`src/rtl/serial_sub_pkg.sv`:
```
// rtl/serial_sub_pkg.sv - shared types and defaults for the bit-serial subtractor
package serial_sub_pkg;

    typedef enum logic [1:0] {
        IDLE,
        CALC,
        DONE
    } sub_state_t;

    localparam int DEFAULT_N = 8;

endpackage

```
`src/rtl/full_subtractor.sv`:
```
// rtl/full_subtractor.sv - single-bit combinational full subtractor cell
module full_subtractor (
    input  logic a,
    input  logic b,
    input  logic bin,
    output logic d,
    output logic bout
);

    assign d    = a ^ b ^ bin;
    assign bout = (~a & b) | (~(a ^ b) & bin);

endmodule

```
`src/rtl/serial_subtractor.sv`:
```
// rtl/serial_subtractor.sv - bit-serial N-bit subtractor, LSB first, start/done handshake
// Optional signed-overflow output enabled by defining SERIAL_SUB_OVF_EN.
module serial_subtractor
    import serial_sub_pkg::*;
#(
    parameter int N = DEFAULT_N
) (
    input  logic         clk,
    input  logic         rst_n,
    input  logic         start,
    input  logic [N-1:0] a,
    input  logic [N-1:0] b,
    output logic         busy,
    output logic         done,
    output logic [N-1:0] diff,
`ifdef SERIAL_SUB_OVF_EN
    output logic         ovf,
`endif
    output logic         borrow
);

    localparam int            CW   = $clog2(N);
    localparam logic [CW-1:0] LAST = CW'(N - 1);

    sub_state_t    state;
    logic [N-1:0]  ra;
    logic [N-1:0]  rb;
    logic [N-1:0]  res;
    logic [N-1:0]  res_next;
    logic [CW-1:0] cnt;
    logic          bin;
    logic          cell_d;
    logic          cell_bout;

    full_subtractor u_cell (
        .a    (ra[cnt]),
        .b    (rb[cnt]),
        .bin  (bin),
        .d    (cell_d),
        .bout (cell_bout)
    );

    // Working result with the current bit merged in, so the final copy to diff
    // already contains the MSB computed on the last CALC edge.
    always_comb begin
        res_next      = res;
        res_next[cnt] = cell_d;
    end

    always_ff @(posedge clk or negedge rst_n) begin
        if (!rst_n) begin
            state  <= IDLE;
            ra     <= '0;
            rb     <= '0;
            res    <= '0;
            cnt    <= '0;
            bin    <= 1'b0;
            diff   <= '0;
            borrow <= 1'b0;
`ifdef SERIAL_SUB_OVF_EN
            ovf    <= 1'b0;
`endif
        end else begin
            case (state)
                IDLE: begin
                    if (start) begin
                        ra    <= a;
                        rb    <= b;
                        res   <= '0;
                        cnt   <= '0;
                        bin   <= 1'b0;
                        state <= CALC;
                    end
                end
                CALC: begin
                    res <= res_next;
                    bin <= cell_bout;
                    if (cnt == LAST) begin
                        diff   <= res_next;
                        borrow <= cell_bout;
`ifdef SERIAL_SUB_OVF_EN
                        ovf    <= (ra[N-1] ^ rb[N-1]) & (res_next[N-1] ^ ra[N-1]);
`endif
                        state  <= DONE;
                    end else begin
                        cnt <= cnt + CW'(1);
                    end
                end
                DONE: begin
                    state <= IDLE;
                end
                default: begin
                    state <= IDLE;
                end
            endcase
        end
    end

    assign busy = (state != IDLE);
    assign done = (state == DONE);

endmodule

```
`config.mk`:
```
export PLATFORM = sky130hd
export DESIGN_NAME = serial_subtractor
export DESIGN_NICKNAME = d
export VERILOG_FILES = /design/src/rtl/serial_sub_pkg.sv /design/src/rtl/full_subtractor.sv /design/src/rtl/serial_subtractor.sv
export SDC_FILE = /design/constraint.sdc
export NUM_CORES = 1
export LEC_CHECK = 0
export CORE_MARGIN = 8
export CORE_UTILIZATION = 53
export CTS_CLUSTER_DIAMETER = 60
export DETAILED_ROUTE_END_ITERATION = 8
export HOLD_SLACK_MARGIN = 0.12
export PLACE_DENSITY = 0.88
export REMOVE_ABC_BUFFERS = 1
export SKIP_LAST_GASP = 1
export SLEW_MARGIN = 5
export SYNTH_ARGS = -nofsm -noshare
export SYNTH_HDL_FRONTEND = slang
export SYNTH_SLANG_ARGS = --single-unit
```
`constraint.sdc`:
```
create_clock -name clk -period 3.1 [get_ports clk]
set_input_delay 0.62 -clock clk [delete_from_list [all_inputs] [get_ports clk]]
set_output_delay 0.62 -clock clk [all_outputs]
set_load 0.03 [all_outputs]
```
# ---- Word-level counts from Yosys, hierarchy flattened
# Cells that the tools add are included.
dict set report word_totals {
  reg_bits 39
  output_inout_bits 11
  wordCells 50
}
dict set report op_classes {
  add_sub_neg 1
  order_cmp 2
  n_eq_ne 6
  n_mux 17
  n_bitwise 7
  reduce_logical 9
}
# op n
set ops {}
lappend ops {{$pmux W8 S2} 1}
lappend ops {{$bwmux W8} 1}
lappend ops {{$mux W8} 1}
lappend ops {{$reduce_and A2 Y1} 4}
lappend ops {{$bmux W1 S3} 2}
lappend ops {{$mux W3} 2}
lappend ops {{$ne A2 B2 Y1 const B} 3}
lappend ops {{$pmux W3 S2} 1}
lappend ops {{$lt A3 B4 Y1 const B} 1}
lappend ops {{$mux W1} 4}
lappend ops {{$mux W2} 2}
lappend ops {{$pmux W2 S2} 1}
lappend ops {{$reduce_bool A2 Y1} 2}
lappend ops {{$add A3 B1 Y3 const B} 1}
lappend ops {{$demux W1 S3} 1}
lappend ops {{$eq A3 B3 Y1 const B} 1}
lappend ops {{$ge A3 B1 Y1 const B} 1}
lappend ops {{$reduce_and A3 Y1} 1}
lappend ops {{$and A1 B1 Y1} 2}
lappend ops {{$eq A2 B1 Y1 const B} 1}
lappend ops {{$eq A2 B2 Y1 const B} 1}
lappend ops {{$logic_not A2 Y1} 1}
lappend ops {{$not A1 Y1} 2}
lappend ops {{$pmux W1 S2} 1}
lappend ops {{3 further kinds} 4}

# ---- Depth between registers and ports, before layout
# Gate-level depths: netlist of run 1.
dict set report logic_depth {
  depth_word 7
  mapped_depth 10
}

# ---- Cells and area by module
# From an unflattened synthesis of run 1, not the netlist that was laid out.
dict set report hier_totals {
  hier_cells 160
  hier_area_um2 2010.7
}
# module n_inst cells_each area_each_um2 seq_area_each_um2
set by_module_without_submodules {}
lappend by_module_without_submodules {serial_subtractor 1 156 1979.4 975.9}
lappend by_module_without_submodules {full_subtractor 1 4 31.3 0.0}

# ---- Least setup slack after synthesis of run 1
# OpenSTA, ideal clock, no wires.
dict set report synth_timing {
  path_type {register to register}
  start {register cnt[1]}
  end {register res[3]}
  setup_time_ps 126
  t_arrival_ps 2473
  required_time_ps 2974
  path_slack_ps 501
  path_stages_with_launch 9
  path_buffers 3
  path_cell_list {dfrtp_1 > buf_6 > mux4_2 > mux2_2 > fa_1 > buf_2 > and3b_1 > clkbuf_1 > a221o_1}
}
dict set report synth_between {
  elab_chain_cells 6
  elab_cells_between_ends 13
  classes_between {2 x order compare; 8 x mux; 2 x bitwise; 1 x reduce/logical}
}
# item line
set synth_lines {}
lappend synth_lines {{start: declaration} serial_subtractor.sv:30} ;# logic [CW-1:0] cnt;
lappend synth_lines {{start signal: assignment} serial_subtractor.sv:86} ;# cnt <= cnt + CW'(1);
lappend synth_lines {{$lt A3 B4 Y1 (implied by the code) (tied with other cells)} serial_subtractor.sv:47} ;# res_next[cnt] = cell_d;
lappend synth_lines {{$logic_and A1 B1 Y1 (implied by the code) (tied with other cells)} serial_subtractor.sv:47}
lappend synth_lines {{$mux W1 (implied by the code) / $xor A1 B1 Y1 (equally long branches)} {serial_subtractor.sv:47, full_subtractor.sv:10}}
lappend synth_lines {{$demux W1 S3 / $xor A1 B1 Y1 (equally long branches)} {serial_subtractor.sv:47, full_subtractor.sv:10}}
lappend synth_lines {{$bwmux W8 *} serial_subtractor.sv:47}
lappend synth_lines {{$pmux W8 S2 *} serial_subtractor.sv:64} ;# case (state)
lappend synth_lines {{end signal: assignment} serial_subtractor.sv:76} ;# res <= res_next;
lappend synth_lines {{end: declaration} serial_subtractor.sv:28} ;# logic [N-1:0] res;
# Mark *: on every way between the ends. The rest lies on a longest branch, timed or not. The select of a mux whose other input is x is not followed.
# A chain may end at the register's enable or synchronous reset.

# ---- Worst setup path after layout of run 1
# Ends and elaborated chain as after synthesis.

==> results of run 1 <==
==> cell type report <==
type | instances | area (um^2)
fillers | 303 | 1299
flip-flops and latches | 39 | 975.9
multi-input cells | 105 | 914.6
repair buffers | 31 | 300.3
clock buffers | 6 | 72.57
well taps | 48 | 60.06
inverters | 3 | 11.26
==> per-stage QoR <==
step	hold WS [ps]	util (%)	power, mW	cell area [um^2]
global route	492.0	64.26	2.885	2335
detailed placement	492.2	62.26	2.402	2262
finish	421.1	64.26	2.710	2335
global placement	463.7	62.26	2.322	2262
floorplan	324.4	-	1.975	1902
CTS	454.3	64.26	2.727	2335
==> worst max path at each step <==
stage,end,start
final,res[3]$_DFFE_PN0P_,cnt[1]$_DFFE_PN0P_
after detailed placement,res[3]$_DFFE_PN0P_,cnt[1]$_DFFE_PN0P_
after floorplan,res[0]$_DFFE_PN0P_,cnt[1]$_DFFE_PN0P_
after global routing,res[3]$_DFFE_PN0P_,cnt[1]$_DFFE_PN0P_
after global placement,res[1]$_DFFE_PN0P_,cnt[1]$_DFFE_PN0P_
after CTS,res[3]$_DFFE_PN0P_,cnt[1]$_DFFE_PN0P_
==> cells by family (layout without fill, tap and decap cells) <==
group / after synthesis / after routing / share of synthesized area, %
compound gates: 19 / 19 / 6.821
buf+inv: 16 / 40 / 5.444
fa+ha+maj: 3 / 3 / 2.253
mux: 33 / 33 / 22.03
simple gates: 50 / 50 / 14.64
flops: 39 / 39 / 48.81
==> layout by cell type, fill, tap and decap left out, drive strengths merged, types with 2 or more instances in the layout <==
cell / count
nor2b: 2
mux4: 4
nand4b: 2
nand3: 10
clkbuf: 6
nand2: 9
buf: 3
mux2i: 11
dfrtp: 39
ha: 2
nor2: 15
a221o: 4
nand3b: 2
inv: 3
mux2: 18
clkdlybuf4s50: 28
and3b: 3
a21oi: 8
nor3b: 2
nand2b: 2
a22o: 5
==> layer usage <==
metal / wire length, um / share of wire, % / GRT usage, %
met1: 1566 / 41 / 13.98
met2: 1902 / 49 / 22.49
met5: 0 / 0 / 0
met3: 308 / 8.0 / 4.839
met4: 74 / 1.9 / 6.981
==> worst register-to-register path: cells and delay by family, from the launching register on <==
kind	cells	cell delay [ps]
mux	2	820
fa+ha+maj	1	600
flops	1	490
compound gates	1	380
simple gates	1	340
==> report_power, final <==
part           switching, mW  internal, mW  leakage, nW
clock network          0.164         0.150       0.0371
registers              0.212         0.756        0.472
logic                  0.709         0.720        0.533
total                   1.08          1.63         1.04
==> registers in the layout (all words and copies together), names as in the netlist <==
name	flops
ra	8
cnt	3
bin	1
borrow	1
diff	8
rb	8
state	2
res	8
==> results.py, run 1 <==
metrics = {
    "run_status": {
        "run_status": "finished clean",
    },
    "timing": {
        "timing.slew.headroom_pct": 35.82,
        "layout_min_cycle_time_ps": 2749,
        "hold_violations": 0,
        "slew_viol_final": 0,
        "clock-skew-final_ps": 3.493,
        "fin_crit_sh_pct": 88.69,
        "finalWorstSetupSlack_ps": 350.5,
        "tightest_slew_ps": 960.8,
        "grt_setup_unrepaired": "false",
        "total_of_endpoints_with_negative_setup_slack_in_the_final_report": 0,
        "max_frequency_mhz": 363.7,
        "fin_setup_tns_ps": 0,
    },
    "setup_path": {
        "worstSetupEndpointType": "flip-flop",
        "cp_arrival_ps": 2920,
        "count_of_cell_instances_traversed_by_the_critical_path": 5,
        "crit_path_max_incr_delay_ps": 600,
        "cp-start-kind": "flip-flop",
        "critical_path_class": "reg2reg",
        "timing.rr.start": "cnt[1]$_DFFE_PN0P_",
        "rr_worst_depth": 5,
        "worst_path_dominant_cell_family": "multiplexers",
        "r2r_setup_slack_ps": 350,
        "critical_path_peak_fanout": 9,
        "required_time_at_the_endpoint_of_the_critical_path_ps": 3270,
        "timing.rr.end": "res[3]$_DFFE_PN0P_",
        "worstPathBufferInverterCount": 0,
        "critical_path.cell_chain": "mux4_2 > mux2_2 > fa_1 > and3b_1 > a221o_1",
        "critPathSlowestCell": "fa_1",
    },
    "clock_tree": {
        "clk_latency_ps": 300,
        "path_clk_slew_ps": 70,
        "tritoncts": "done",
        "number_of_sinks_on_the_clock_net": 39,
        "cts.hold.buffers_added": 0,
        "cts-root-buf": "clkbuf_8",
        "count_of_buffers_added_by_post_cts_timing_repair_for_setup": 0,
        "clock_tree.htree_level_count": 2,
        "postCtsResizedCells": 0,
        "numCtsBuffers": 5,
        "cts_buffer_depth": 2,
    },
    "floorplan": {
        "dieArea_um2": 5994,
        "start_util_pct": 55.03,
        "die_height_um": 77.42,
        "fp-row-count": 22,
        "boundaryPins": 30,
        "placeableCoreArea_um2": 3633,
        "die_w_um": 77.42,
    },
    "place": {
        "place_ws_ps": 360.5,
        "count_of_input_and_output_buffers": 29,
        "dpl.hpwl_um": 2727,
        "placed_cells_incl_taps": 226,
        "global_placer_s_final_weighted_congestion": 0.7865,
    },
    "run": {
        "max_cap_violations": 0,
    },
    "drt": {
        "drt-total-wl_um": 3851,
        "drt-wirelength-per-cell_um": 16.60,
        "drt-initial-drc-count": 203,
        "number_of_drc_violations_after_detailed_routing": 0,
        "first_pass_iters": 4,
        "drtAntennaViolNets": 0,
        "route.vias.total": 1306,
        "vias_per_cell": 5.629,
    },
    "global_route": {
        "grt_remaining_overflow": 0,
        "number_of_antenna_violations_at_the_first_check_in_global_routing": 0,
        "grt_pass1_vias": 1373,
        "maximum_number_of_pins_on_one_net_before_global_route_repair": 40,
        "grt_pass1_wl_um": 6389,
        "groute.usage.overall_pct": 13.20,
    },
    "synthesis": {
        "post_synth_edffs": 0,
        "synth-seq-area-share_pct": 48.81,
        "yosys_register_bits": 39,
        "synthTopCellsByArea": "dfrtp_1 49%, mux2_4 7.5%, mux2i_1 5.5%",
        "synth_top_flop_cell": "dfrtp_1",
        "post-synth-top-area-fraction_pct": 48.81,
        "async_flop_share_pct": 100.0,
        "yosys_warnings": 0,
        "synthDominantAreaCellType": "dfrtp_1",
        "synth_cell_types": 30,
        "post_synth_instance_area_um2": 1999,
        "synthTopCellsByCount": "39 x dfrtp_1, 14 x nor2_1, 11 x mux2i_1",
        "syn_avg_cell_area_um2": 12.50,
        "post-synth-top-count-cell": "dfrtp_1",
        "syn_inst": 160,
    },
    "finish": {
        "synthToLayoutAreaGrowth_pct": 16.77,
        "num_antenna_cells": 0,
        "layout.nets": 207,
        "fin_cells": 232,
        "drive_above_1_share_pct": 19.02,
    },
    "pwr": {
        "power.static_leakage_nw": 1.042,
        "power.density_cell_area_nw_per_um2": 1161,
        "peakVddDrop_uv": 546.8,
    },
    "hold_path": {
        "worstHoldPathType": "in2async",
    },
}
No activity file was read; power rests on OpenSTA's default activity.
==> run 2: changes to the inputs <==
--- a/config.mk
+++ b/config.mk
@@ -5,7 +5,6 @@
 export SDC_FILE = /design/constraint.sdc
 export NUM_CORES = 1
 export LEC_CHECK = 0
-export CORE_MARGIN = 8
 export CORE_UTILIZATION = 53
 export CTS_CLUSTER_DIAMETER = 60
 export DETAILED_ROUTE_END_ITERATION = 8
@@ -16,4 +15,5 @@
 export SLEW_MARGIN = 5
 export SYNTH_ARGS = -nofsm -noshare
 export SYNTH_HDL_FRONTEND = slang
+export SYNTH_HIERARCHICAL = 1
 export SYNTH_SLANG_ARGS = --single-unit
==> results.py, run 2 <==
metrics = {
    "pwr": {
        "total_power_mw": 2.803,
        "peakVddDrop_uv": 543.7,
        "power.static_leakage_nw": 1.067,
        "power.density_cell_area_nw_per_um2": 1179,
    },
    "timing": {
        "clock-skew-final_ps": 6.112,
        "finalWorstSetupSlack_ps": 192.8,
        "tightest_slew_ps": 942.3,
        "max_frequency_mhz": 344.0,
        "hold_violations": 0,
        "fin_setup_tns_ps": 0,
        "fin_crit_sh_pct": 93.78,
        "layout_min_cycle_time_ps": 2907,
        "timing.slew.headroom_pct": 37.18,
        "slew_viol_final": 0,
        "grt_setup_unrepaired": "false",
        "total_of_endpoints_with_negative_setup_slack_in_the_final_report": 0,
    },
    "setup_path": {
        "critical_path.cell_chain": "or3b_2 > a21oi_1 > or4_1 > inv_1 > fa_1 > nor2b_1 > mux2_2 > a22o_1",
        "cp_arrival_ps": 3130,
        "worstSetupEndpointType": "flip-flop",
        "timing.rr.end": "res[1]$_DFFE_PN0P_",
        "critical_path_peak_fanout": 13,
        "timing.rr.start": "cnt[1]$_DFFE_PN0P_",
        "critPathSlowestCell": "fa_1",
        "required_time_at_the_endpoint_of_the_critical_path_ps": 3330,
        "rr_worst_depth": 8,
        "crit_path_max_incr_delay_ps": 690,
        "crit_path_end": "res[1]$_DFFE_PN0P_",
        "critical_path.startpoint": "cnt[1]$_DFFE_PN0P_",
        "critical_path_class": "reg2reg",
        "cp-start-kind": "flip-flop",
        "r2r_setup_slack_ps": 190,
    },
    "finish": {
        "num_antenna_cells": 0,
        "layout.nets": 210,
        "n_fill_cell": 292,
        "drive_above_1_share_pct": 20.11,
        "mostFrequentLayoutCell": "dfrtp_1",
        "ff_latch_area_um2": 975.9,
        "synthToLayoutAreaGrowth_pct": 18.23,
        "layout_common_cells": "39 x dfrtp_1, 28 x clkdlybuf4s50_1, 18 x mux2_2, 13 x mux2i_1, 13 x a22o_1",
        "multi_input_comb_area_um2": 903.4,
    },
    "clock_tree": {
        "path_clk_slew_ps": 70,
        "cts.hold.buffers_added": 0,
        "cts_buffer_depth": 2,
        "tritoncts": "done",
        "postCtsResizedCells": 0,
        "count_of_buffers_added_by_post_cts_timing_repair_for_setup": 0,
        "number_of_sinks_on_the_clock_net": 39,
        "clock_tree.htree_level_count": 2,
        "numCtsBuffers": 5,
        "cts-root-buf": "clkbuf_8",
        "clk_latency_ps": 290,
    },
    "drt": {
        "number_of_drc_violations_after_detailed_routing": 0,
        "route.vias.total": 1323,
        "first_pass_iters": 3,
        "drt-wirelength-per-cell_um": 15.25,
        "drt-initial-drc-count": 22,
        "drt-total-wl_um": 3615,
        "drtAntennaViolNets": 0,
        "vias_per_cell": 5.582,
    },
    "floorplan": {
        "placeableCoreArea_um2": 3661,
        "fp-row-count": 22,
        "die_height_um": 63.60,
        "boundaryPins": 30,
        "dieArea_um2": 4044,
        "die_w_um": 63.60,
        "start_util_pct": 54.92,
    },
    "synthesis": {
        "yosys_warnings": 6,
        "syn_inst": 160,
        "synthDominantAreaCellType": "dfrtp_1",
        "synth_top_flop_cell": "dfrtp_1",
        "yosys_register_bits": 39,
        "post-synth-top-area-fraction_pct": 48.54,
        "syn_avg_cell_area_um2": 12.57,
        "synth-seq-area-share_pct": 48.54,
        "synthTopCellsByArea": "dfrtp_1 49%, mux2_2 10%, mux2i_1 6.5%",
        "synth_cell_types": 34,
        "post_synth_edffs": 0,
        "async_flop_share_pct": 100.0,
        "post-synth-top-count-cell": "dfrtp_1",
        "post_synth_instance_area_um2": 2011,
        "synthTopCellsByCount": "39 x dfrtp_1, 18 x mux2_2, 13 x a22o_1, 13 x mux2i_1, 10 x nand2_1",
    },
    "place": {
        "place_ws_ps": 190.1,
        "count_of_input_and_output_buffers": 29,
        "global_placer_s_final_weighted_congestion": 0.7570,
        "dpl.hpwl_um": 2605,
    },
    "global_route": {
        "maximum_number_of_pins_on_one_net_before_global_route_repair": 40,
        "grt_remaining_overflow": 0,
        "number_of_antenna_violations_at_the_first_check_in_global_routing": 0,
        "grt_pass1_wl_um": 6341,
        "groute.usage.overall_pct": 20.42,
        "grt_pass1_vias": 1420,
    },
    "run": {
        "max_cap_violations": 0,
    },
    "run_status": {
        "run_status": "finished clean",
    },
    "hold_path": {
        "worstHoldPathType": "in2async",
    },
}
==> run 2: changes by cell type in the layout (fill, tap and decap cells not counted), moves of 8 or more <==
cell     before  now
a22o_1        5   13
mux2_1        0    8
mux2_2        8   18
mux2_4       10    0
nor2_1       14    2
o21ai_0       1    9
==> run 2: metal layers <==
metal  part of all wire [%]  global-route usage, %  vias up
met5                      0                      0        -
met4                   0.97                  7.102        0
met3                    3.2                  4.348        5
met2                     53                  36.97       30
met1                     43                  23.47      660
li1                       -                      -      628
==> run 2: cell families (layout without fill, tap and decap cells) <==
family / Yosys count / after routing / share of synthesized area [%]
simple gates: 35 / 35 / 11.51
compound gates: 25 / 25 / 9.023
flops: 39 / 39 / 48.54
buf+inv: 18 / 47 / 6.534
mux: 40 / 40 / 22.15
fa+ha+maj: 3 / 3 / 2.240
==> run 2: layout make-up <==
type                    count  area share [%]
flip-flops and latches     39           41.05
multi-input cells         103           38.00
well taps                  48           2.526
clock buffers               8           4.211
inverters                   6          0.9474
repair buffers             33           13.26
==> run 2: where the power goes <==
part,internal (mW),switching [mW]
combinational,0.743,0.725
sequential,0.753,0.211
clock,0.203,0.168
total,1.70,1.10
==> run 2: stage by stage <==
step / instances / util, % / hold WS (ps) / cell area, um^2
after detailed placement: 229 / 62.20 / 469.8 / 2277
after global routing: 237 / 64.94 / 515.6 / 2377
final: 237 / 64.94 / 462.4 / 2377
after floorplan: 148 / - / 324.4 / 1902
after CTS: 237 / 64.94 / 486.2 / 2377
after global placement: 229 / 62.20 / 464.1 / 2277
==> run 2: how the worst min path moves through the flow <==
stage | cells past startpoint | from | slack [ps] | to
after floorplan | 0 | rst_n | 320 | bin$_DFFE_PN0P_
after global placement | 2 | diff[6]$_DFFE_PN0P_ | 460 | diff[6]$_DFFE_PN0P_
after detailed placement | 2 | diff[4]$_DFFE_PN0P_ | 470 | diff[4]$_DFFE_PN0P_
after CTS | 1 | rst_n | 490 | diff[3]$_DFFE_PN0P_
after global routing | 2 | diff[3]$_DFFE_PN0P_ | 520 | diff[3]$_DFFE_PN0P_
final | 1 | rst_n | 460 | res[6]$_DFFE_PN0P_
==> run 2: worst max-delay path: cells and delay by family, from the launching register on <==
kind / cells / cell delay [ps]
AND/OR/NAND/NOR: 3 / 1080
AO/OA/AOI/OAI: 2 / 240
buffers and inverters: 1 / 60
flip-flops: 1 / 530
multiplexers: 1 / 250
adder cells (fa/ha/maj): 1 / 690
